`config.mk`:
```
export PLATFORM = sky130hd
export DESIGN_NAME = mux_serializer_ctrl
export DESIGN_NICKNAME = d
export VERILOG_FILES = /design/src/rtl/mux_serializer_ctrl.sv
export SDC_FILE = /design/constraint.sdc
export NUM_CORES = 1
export LEC_CHECK = 0
export BUFFER_PORTS_ARGS = -buffer_cell sky130_fd_sc_hd__buf_4
export CORE_MARGIN = 5
export CORE_UTILIZATION = 52
export DETAILED_ROUTE_END_ITERATION = 8
export PLACE_DENSITY = 0.9
export SYNTH_ARGS = -nofsm -noshare
export SYNTH_HDL_FRONTEND = slang
export SYNTH_SLANG_ARGS = --single-unit
```
`constraint.sdc`:
```
create_clock -name clk -period 3.8 [get_ports clk]
set_clock_uncertainty 0.2 [all_clocks]
set_input_delay 0.19 -clock clk [delete_from_list [all_inputs] [get_ports clk]]
set_output_delay 0.19 -clock clk [all_outputs]
set_load 0.005 [all_outputs]
```
`src/rtl/mux_serializer_ctrl.sv`:
```
// Parallel-to-serial sequencer around an external 32:1 bit mux. It holds a word on the mux data
// inputs and walks the select across a programmable range. `MUX_SER_PARITY_EN adds an even-parity beat.
module mux_serializer_ctrl #(
    parameter int WIDTH = 32,
    parameter int SEL_W = 5
) (
    input  logic             clk,
    input  logic             rst_n,
    input  logic             load_valid,
    output logic             load_ready,
    input  logic [WIDTH-1:0] load_data,
    input  logic [SEL_W-1:0] load_len,
    input  logic             load_msb_first,
    input  logic             abort,
    output logic [WIDTH-1:0] mux_word,
    output logic [SEL_W-1:0] mux_sel,
    input  logic             mux_out,
    output logic             ser_data,
    output logic             ser_valid,
    input  logic             ser_ready,
    output logic             ser_last,
    output logic             busy
);

`ifdef MUX_SER_PARITY_EN
    typedef enum logic [1:0] {
        ST_IDLE   = 2'd0,
        ST_SHIFT  = 2'd1,
        ST_PARITY = 2'd2
    } state_e;
`else
    typedef enum logic [0:0] {
        ST_IDLE  = 1'b0,
        ST_SHIFT = 1'b1
    } state_e;
`endif

    localparam logic [SEL_W-1:0] ONE = SEL_W'(1);

    state_e             state_q, state_d;
    logic [WIDTH-1:0]   mux_word_q, mux_word_d;
    logic [SEL_W-1:0]   mux_sel_q, mux_sel_d;
    logic [SEL_W-1:0]   count_q, count_d;
    logic [SEL_W-1:0]   len_q, len_d;
    logic               dir_q, dir_d;
`ifdef MUX_SER_PARITY_EN
    logic               parity_q, parity_d;
`endif

    logic beat;
    logic last_data;

    assign last_data  = (count_q == len_q);
    assign beat       = ser_valid & ser_ready;
    assign load_ready = (state_q == ST_IDLE);
    assign busy       = (state_q != ST_IDLE);
    assign ser_valid  = (state_q != ST_IDLE);
    assign mux_word   = mux_word_q;
    assign mux_sel    = mux_sel_q;

`ifdef MUX_SER_PARITY_EN
    assign ser_data = (state_q == ST_PARITY) ? parity_q : mux_out;
    assign ser_last = (state_q == ST_PARITY);
`else
    assign ser_data = mux_out;
    assign ser_last = (state_q == ST_SHIFT) && last_data;
`endif

    // NOTE: every signal gets a default before the case so no path leaves it unassigned (no latches).
    always_comb begin
        state_d    = state_q;
        mux_word_d = mux_word_q;
        mux_sel_d  = mux_sel_q;
        count_d    = count_q;
        len_d      = len_q;
        dir_d      = dir_q;
`ifdef MUX_SER_PARITY_EN
        parity_d   = parity_q;
`endif
        case (state_q)
            ST_IDLE: begin
                // abort outranks a pending load offered in the same cycle
                if (!abort && load_valid) begin
                    mux_word_d = load_data;
                    len_d      = load_len;
                    dir_d      = load_msb_first;
                    count_d    = '0;
                    mux_sel_d  = load_msb_first ? load_len : '0;
`ifdef MUX_SER_PARITY_EN
                    parity_d   = 1'b0;
`endif
                    state_d    = ST_SHIFT;
                end
            end
            ST_SHIFT: begin
                if (beat) begin
`ifdef MUX_SER_PARITY_EN
                    parity_d = parity_q ^ mux_out;
`endif
                    if (last_data) begin
`ifdef MUX_SER_PARITY_EN
                        state_d = ST_PARITY;
`else
                        state_d = ST_IDLE;
`endif
                    end else begin
                        count_d   = count_q + ONE;
                        mux_sel_d = dir_q ? (mux_sel_q - ONE) : (mux_sel_q + ONE);
                    end
                end
                if (abort) begin
                    state_d = ST_IDLE;
                end
            end
`ifdef MUX_SER_PARITY_EN
            ST_PARITY: begin
                if (abort || beat) begin
                    state_d = ST_IDLE;
                end
            end
`endif
            default: state_d = ST_IDLE;
        endcase
    end

    // NOTE: sequential state uses non-blocking assignments so all flops update from pre-edge values.
    always_ff @(posedge clk or negedge rst_n) begin
        if (!rst_n) begin
            state_q    <= ST_IDLE;
            mux_word_q <= '0;
            mux_sel_q  <= '0;
            count_q    <= '0;
            len_q      <= '0;
            dir_q      <= 1'b0;
`ifdef MUX_SER_PARITY_EN
            parity_q   <= 1'b0;
`endif
        end else begin
            state_q    <= state_d;
            mux_word_q <= mux_word_d;
            mux_sel_q  <= mux_sel_d;
            count_q    <= count_d;
            len_q      <= len_d;
            dir_q      <= dir_d;
`ifdef MUX_SER_PARITY_EN
            parity_q   <= parity_d;
`endif
        end
    end

endmodule

```
Word-level counts from Yosys, hierarchy flattened
Cells that the tools add are included.
- register bits after elaboration: 49
- input port bits: 44
- output and inout port bits: 42
- logic and storage cells: 35
- $add $sub $neg: 3
- eq/ne operators: 4
- muxes and demuxes: 15
- bitwise operators: 2
- reduce and logical (&&, ||, !) cells: 5
- operators with widths (operator ; count):
    5-bit two-way mux ; 8
    5-bit one-hot mux with 2 select lines ; 2
    5-bit by 1-bit adder with 5-bit output (second input constant) ; 2
    5-bit equality test ; 1
    5-bit by 1-bit subtractor with 5-bit output (second input constant) ; 1
    1-bit two-way mux ; 4
    2-bit by 1-bit inequality test with 1-bit output (second input constant) ; 2
    3-bit AND reduction ; 1
    1-bit logical AND ; 2
    2-bit inequality test (second input constant) ; 1
    1-bit one-hot mux with 2 select lines ; 1
    2-bit AND reduction ; 1
    1-bit bitwise AND ; 1
    1-bit zero test ; 1
    1-bit inverter ; 1

Longest topological paths before layout
- depth in word-level cells: 5
- depth in mapped cells: 8
- gate-level depth less buffers: 6

Worst setup path before layout
Ideal clock, no wire load.
- kind: flip-flop to flip-flop
- start point: reg mux_sel_q[0], in the netlist mux_sel[0]
- end point: reg mux_sel_q[4], in the netlist mux_sel[4]
- setup time: 0.124 ns
- arrival time: 1.685 ns
- data required time: 3.476 ns
- setup slack: 1.791 ns
- cell stages (with the launch flop): 7
- buffers on the path: 0
- clock period less this slack: 2.009 ns
- path through: dfrtp_1 > fa_1 > a21o_1 > a21oi_1 > xor2_1 > o41ai_1 > a211o_1
- word-level cells in the longest chain between the ends: 5
- elaborated cells between the ends (all ways): 6
- those cells by class: add/sub (2); mux (4)
- ends and longest elaborated chain (what ; RTL line ; source):
    start: declaration ; 42 ; logic [SEL_W-1:0] mux_sel_q, mux_sel_d;
    start signal: assignment ; 141 ; mux_sel_q <= mux_sel_d;
    5-bit by 1-bit adder with 5-bit output / 5-bit by 1-bit subtractor with 5-bit output (equally long branches) ; 108 ; mux_sel_d = dir_q ? (mux_sel_q - ONE) : (mux_sel_q + ONE);
    5-bit two-way mux * ; 108 ;
    5-bit two-way mux * ; 100 ; if (last_data) begin
    5-bit two-way mux * ; 96 ; if (beat) begin
    5-bit one-hot mux with 2 select lines * ; 80 ; case (state_q)
Every way passes the cells marked *; elsewhere a longest branch is shown, timed or not. The select of a mux whose other input is x is not followed.
A chain may end at the register's enable or synchronous reset.

Worst setup path after layout
- start point: reg state_q, in the netlist busy
- end point: reg mux_sel_q[0], in the netlist mux_sel[0]
- word-level cells in the longest chain between the ends: 3
- elaborated cells between the ends (all ways): 7
- those cells by class: eq/ne (3); mux (1); bitwise (2); reduce/logical (1)
- ends and longest elaborated chain (what ; RTL line ; source):
    start: declaration ; 40 ; state_e state_q, state_d;
    start signal: assignment ; 139 ; state_q <= state_d;
    1-bit bitwise AND / 1-bit inverter (equally long branches) ; - ;
    2-bit by 1-bit inequality test with 1-bit output (no line) ; - ;
    3-bit AND reduction (no line) ; - ;
Parallel ways exist; a longest one is shown, timed or not.

==> impl_metrics.env <==
export IMPL_min_path_type="input port to register"
export IMPL_layout_drive_gt1_share_pct=51.4
export IMPL_critPathMaxFanout=12
export IMPL_synth_common_cells="49 x dfrtp_1, 38 x mux2_2, 7 x nand2_1"
export IMPL_place_congestion=0.842
export IMPL_numCtsBuffers=5
export IMPL_synth_most_common_cell="dfrtp_1"
export IMPL_p_sw_w=0.000533
export IMPL_antenna_left=0
export IMPL_synthArstFlopShare_pct=100
export IMPL_setup_viol=0
export IMPL_period_share_pct=59.2
export IMPL_wl_per_cell_um=18.5
export IMPL_routed_wl_mm=6.12
export IMPL_final_max_slew_violation_count=0
export IMPL_grt_setup_unrepaired="no"
export IMPL_ys_seq_area_share_pct=55.7
export IMPL_fp_dieH_um=75.1
export IMPL_initial_core_util_pct=54.3
export IMPL_reg2reg_slack_ps=1550
export IMPL_synth_nets=208
export IMPL_io_buffers=83
export IMPL_yosysTopAreaCell="dfrtp_1"
export IMPL_p_leak_nw=1.57
export IMPL_syn_area_um2=2200
export IMPL_antenna_found_initial=0
export IMPL_grt_max_degree=50
export IMPL_grt_pass1_vias=1969
export IMPL_power_frac_seq_pct=45.6
export IMPL_ys_types=35
export IMPL_yosys_top_cells_area="dfrtp_1 56%, mux2_2 19%, mux2_4 2.7%, ha_1 2.3%, xnor2_1 2.0%"
export IMPL_synth_edf_count=0
export IMPL_die_w_um=75.1
export IMPL_multi_input_area_um2=902
export IMPL_diodes=0
export IMPL_num_rows=23
export IMPL_status="complete, no violations"
export IMPL_final_util_pct=81.5
export IMPL_whs_path_depth=3
export IMPL_max_freq_mhz=445
export IMPL_tns_ps=0
export IMPL_min_to="busy$_DFF_PN0_"
export IMPL_relSlewSlack_pct=59.4
export IMPL_hold_start="ser_ready"
export IMPL_period_minus_slack_ps=2250
export IMPL_p_int_w=0.00117
export IMPL_nFillCells=222
export IMPL_r2r_start="busy$_DFF_PN0_"
export IMPL_reg2regPathDepth=4
export IMPL_syn_inst=159
export IMPL_synth_avg_cell_area_um2=13.8
export IMPL_clock_sinks=49
export IMPL_grt_pass1_wl_mm=9.78
export IMPL_power_density_nw_per_um2=514
export IMPL_initialDrtViolationCount=140
export IMPL_synth_warnings=0
export IMPL_worst_pin_slew_ps=609
export IMPL_h_tree_depth=2
export IMPL_cp_arrival_ps=2240
export IMPL_synth_seq_cells=49
export IMPL_required_ps=3790
export IMPL_cts_resized=0
export IMPL_placedCellCount=284
export IMPL_ir_drop_uv=390
export IMPL_area_delta_synth_final_pct=50.2
export IMPL_hold_slack_ps=29.4
export IMPL_dp_hpwl_mm=3.89
export IMPL_overflow=0
export IMPL_critPathKind="register to register"
export IMPL_clockBufferDepth=2
export IMPL_synth_flop_cell="dfrtp_1"
export IMPL_fin_cells=330
export IMPL_worst_setup_path_end_kind="register"
export IMPL_cts_tree="done"
export IMPL_drc=0
export IMPL_hold_viol_final=0
export IMPL_clock_power_share_pct=17.6
export IMPL_coreArea_um2=4060
export IMPL_power_total_w=0.00170
export IMPL_synth_top_area_share_pct=55.7
export IMPL_drv_cap=0
export IMPL_ioPinCount=86
export IMPL_finalNetCount=329
export IMPL_pwr_share_comb_pct=36.7
export IMPL_groute_usage_overall_pct=23.8
export IMPL_dieArea_um2=5640
export IMPL_clk_pin_slew_ps=90
export IMPL_cts_root_buffer="clkbuf_8"
export IMPL_first_pass_iters=4
export IMPL_avgViaCountPerCell=5.26
export IMPL_swShare_pct=31.4
export IMPL_seqCellArea_um2=1230
export IMPL_vias=1737
export IMPL_reg2reg_to="mux_sel[0]$_DFFE_PN0P_"
export IMPL_worstSkewPairLatency_ps=300
export IMPL_cp_start_kind="register"
-- metal layers --
metal	up-vias	global-route usage (%)	routed length (um)
met5	-	0	0
met4	0	6.13	83
met3	9	8.81	578
met2	72	42.0	3190
met1	857	27.3	2270
li1	799	-	-
-- worst max-delay path by stage --
stage | start | to | slack, ps | cells past startpoint
finish | busy$_DFF_PN0_ | mux_sel[0]$_DFFE_PN0P_ | 1550 | 4
global route | count_q[4]$_DFFE_PN0P_ | mux_sel[3]$_DFFE_PN0P_ | 1440 | 5
CTS | busy$_DFF_PN0_ | mux_sel[3]$_DFFE_PN0P_ | 1590 | 4
detailed placement | busy$_DFF_PN0_ | mux_sel[0]$_DFFE_PN0P_ | 1600 | 4
global placement | busy$_DFF_PN0_ | mux_sel[0]$_DFFE_PN0P_ | 1650 | 4
floorplan | mux_sel[0]$_DFFE_PN0P_ | mux_sel[4]$_DFFE_PN0P_ | 1790 | 6
-- metrics by stage --
step / area [um^2] / setup WS, ps
floorplan: 2200 / 1790
global placement: 2840 / 1650
detailed placement: 2840 / 1600
CTS: 3310 / 1590
global route: 3310 / 1440
finish: 3310 / 1550
-- worst max-delay path, stage by stage, from the launching register on --
cell     delay, ps
dfrtp_1        630
inv_4          110
and3_2         300
o21ba_1        550
mux2_4         340
-- power groups by stage --
stage	Sequential, W	Clock, W	Combinational, W
floorplan	0.000758	0	0.000315
global placement	0.000767	0	0.000566
detailed placement	0.000775	0	0.000586
CTS	0.000766	0.000302	0.000620
global route	0.000799	0.000323	0.000683
finish	0.000775	0.000300	0.000624
-- cell families after synthesis --
logic type | count (synthesis) | share of synthesized area (%)
AO/OA/AOI/OAI | 21 | 7.22
XOR/XNOR | 8 | 3.18
adder cells (fa/ha/maj) | 5 | 3.18
buffers and inverters | 12 | 3.41
flip-flops | 49 | 55.7
multiplexers | 43 | 22.6
AND/OR/NAND/NOR | 21 | 4.72
-- layout make-up --
| type | instances | share of cell area, % |
|---|---|---|
| Sequential cell | 49 | 37.1 |
| Timing Repair Buffer | 123 | 30.9 |
| Multi-Input combinational cell | 98 | 27.3 |
| Clock buffer | 6 | 2.19 |
| Tap cell | 50 | 1.89 |
| Inverter | 3 | 0.416 |
| Clock inverter | 1 | 0.265 |
-- cell usage in the layout (no fill, tap or decap), types with 2 or more instances in the layout --
master          n
a21oi_1         2
nand3_1         3
ha_1            4
xnor2_1         5
xor2_1          3
dlygate4sd3_1  39
a21o_2          2
mux2_2         38
buf_4          84
mux2_4          4
nor3_1          3
inv_1           2
or2_2           2
a22o_2          3
clkbuf_8        5
nand2_1         7
dfrtp_1        49
o21ai_0         5
a21o_1          2
-- registers in the layout, indices dropped and copies added, names as in the netlist --
| name | count |
|---|---|
| count_q | 5 |
| busy | 1 |
| mux_word | 32 |
| len_q | 5 |
| mux_sel | 5 |
| dir_q | 1 |
-- what timing repair did --
item	4_1_cts	5_1_grt
setup buffers	0	0
hold buffers	39	0
hold endpoints to repair	87	0
Power figures use the tool's default switching activity.
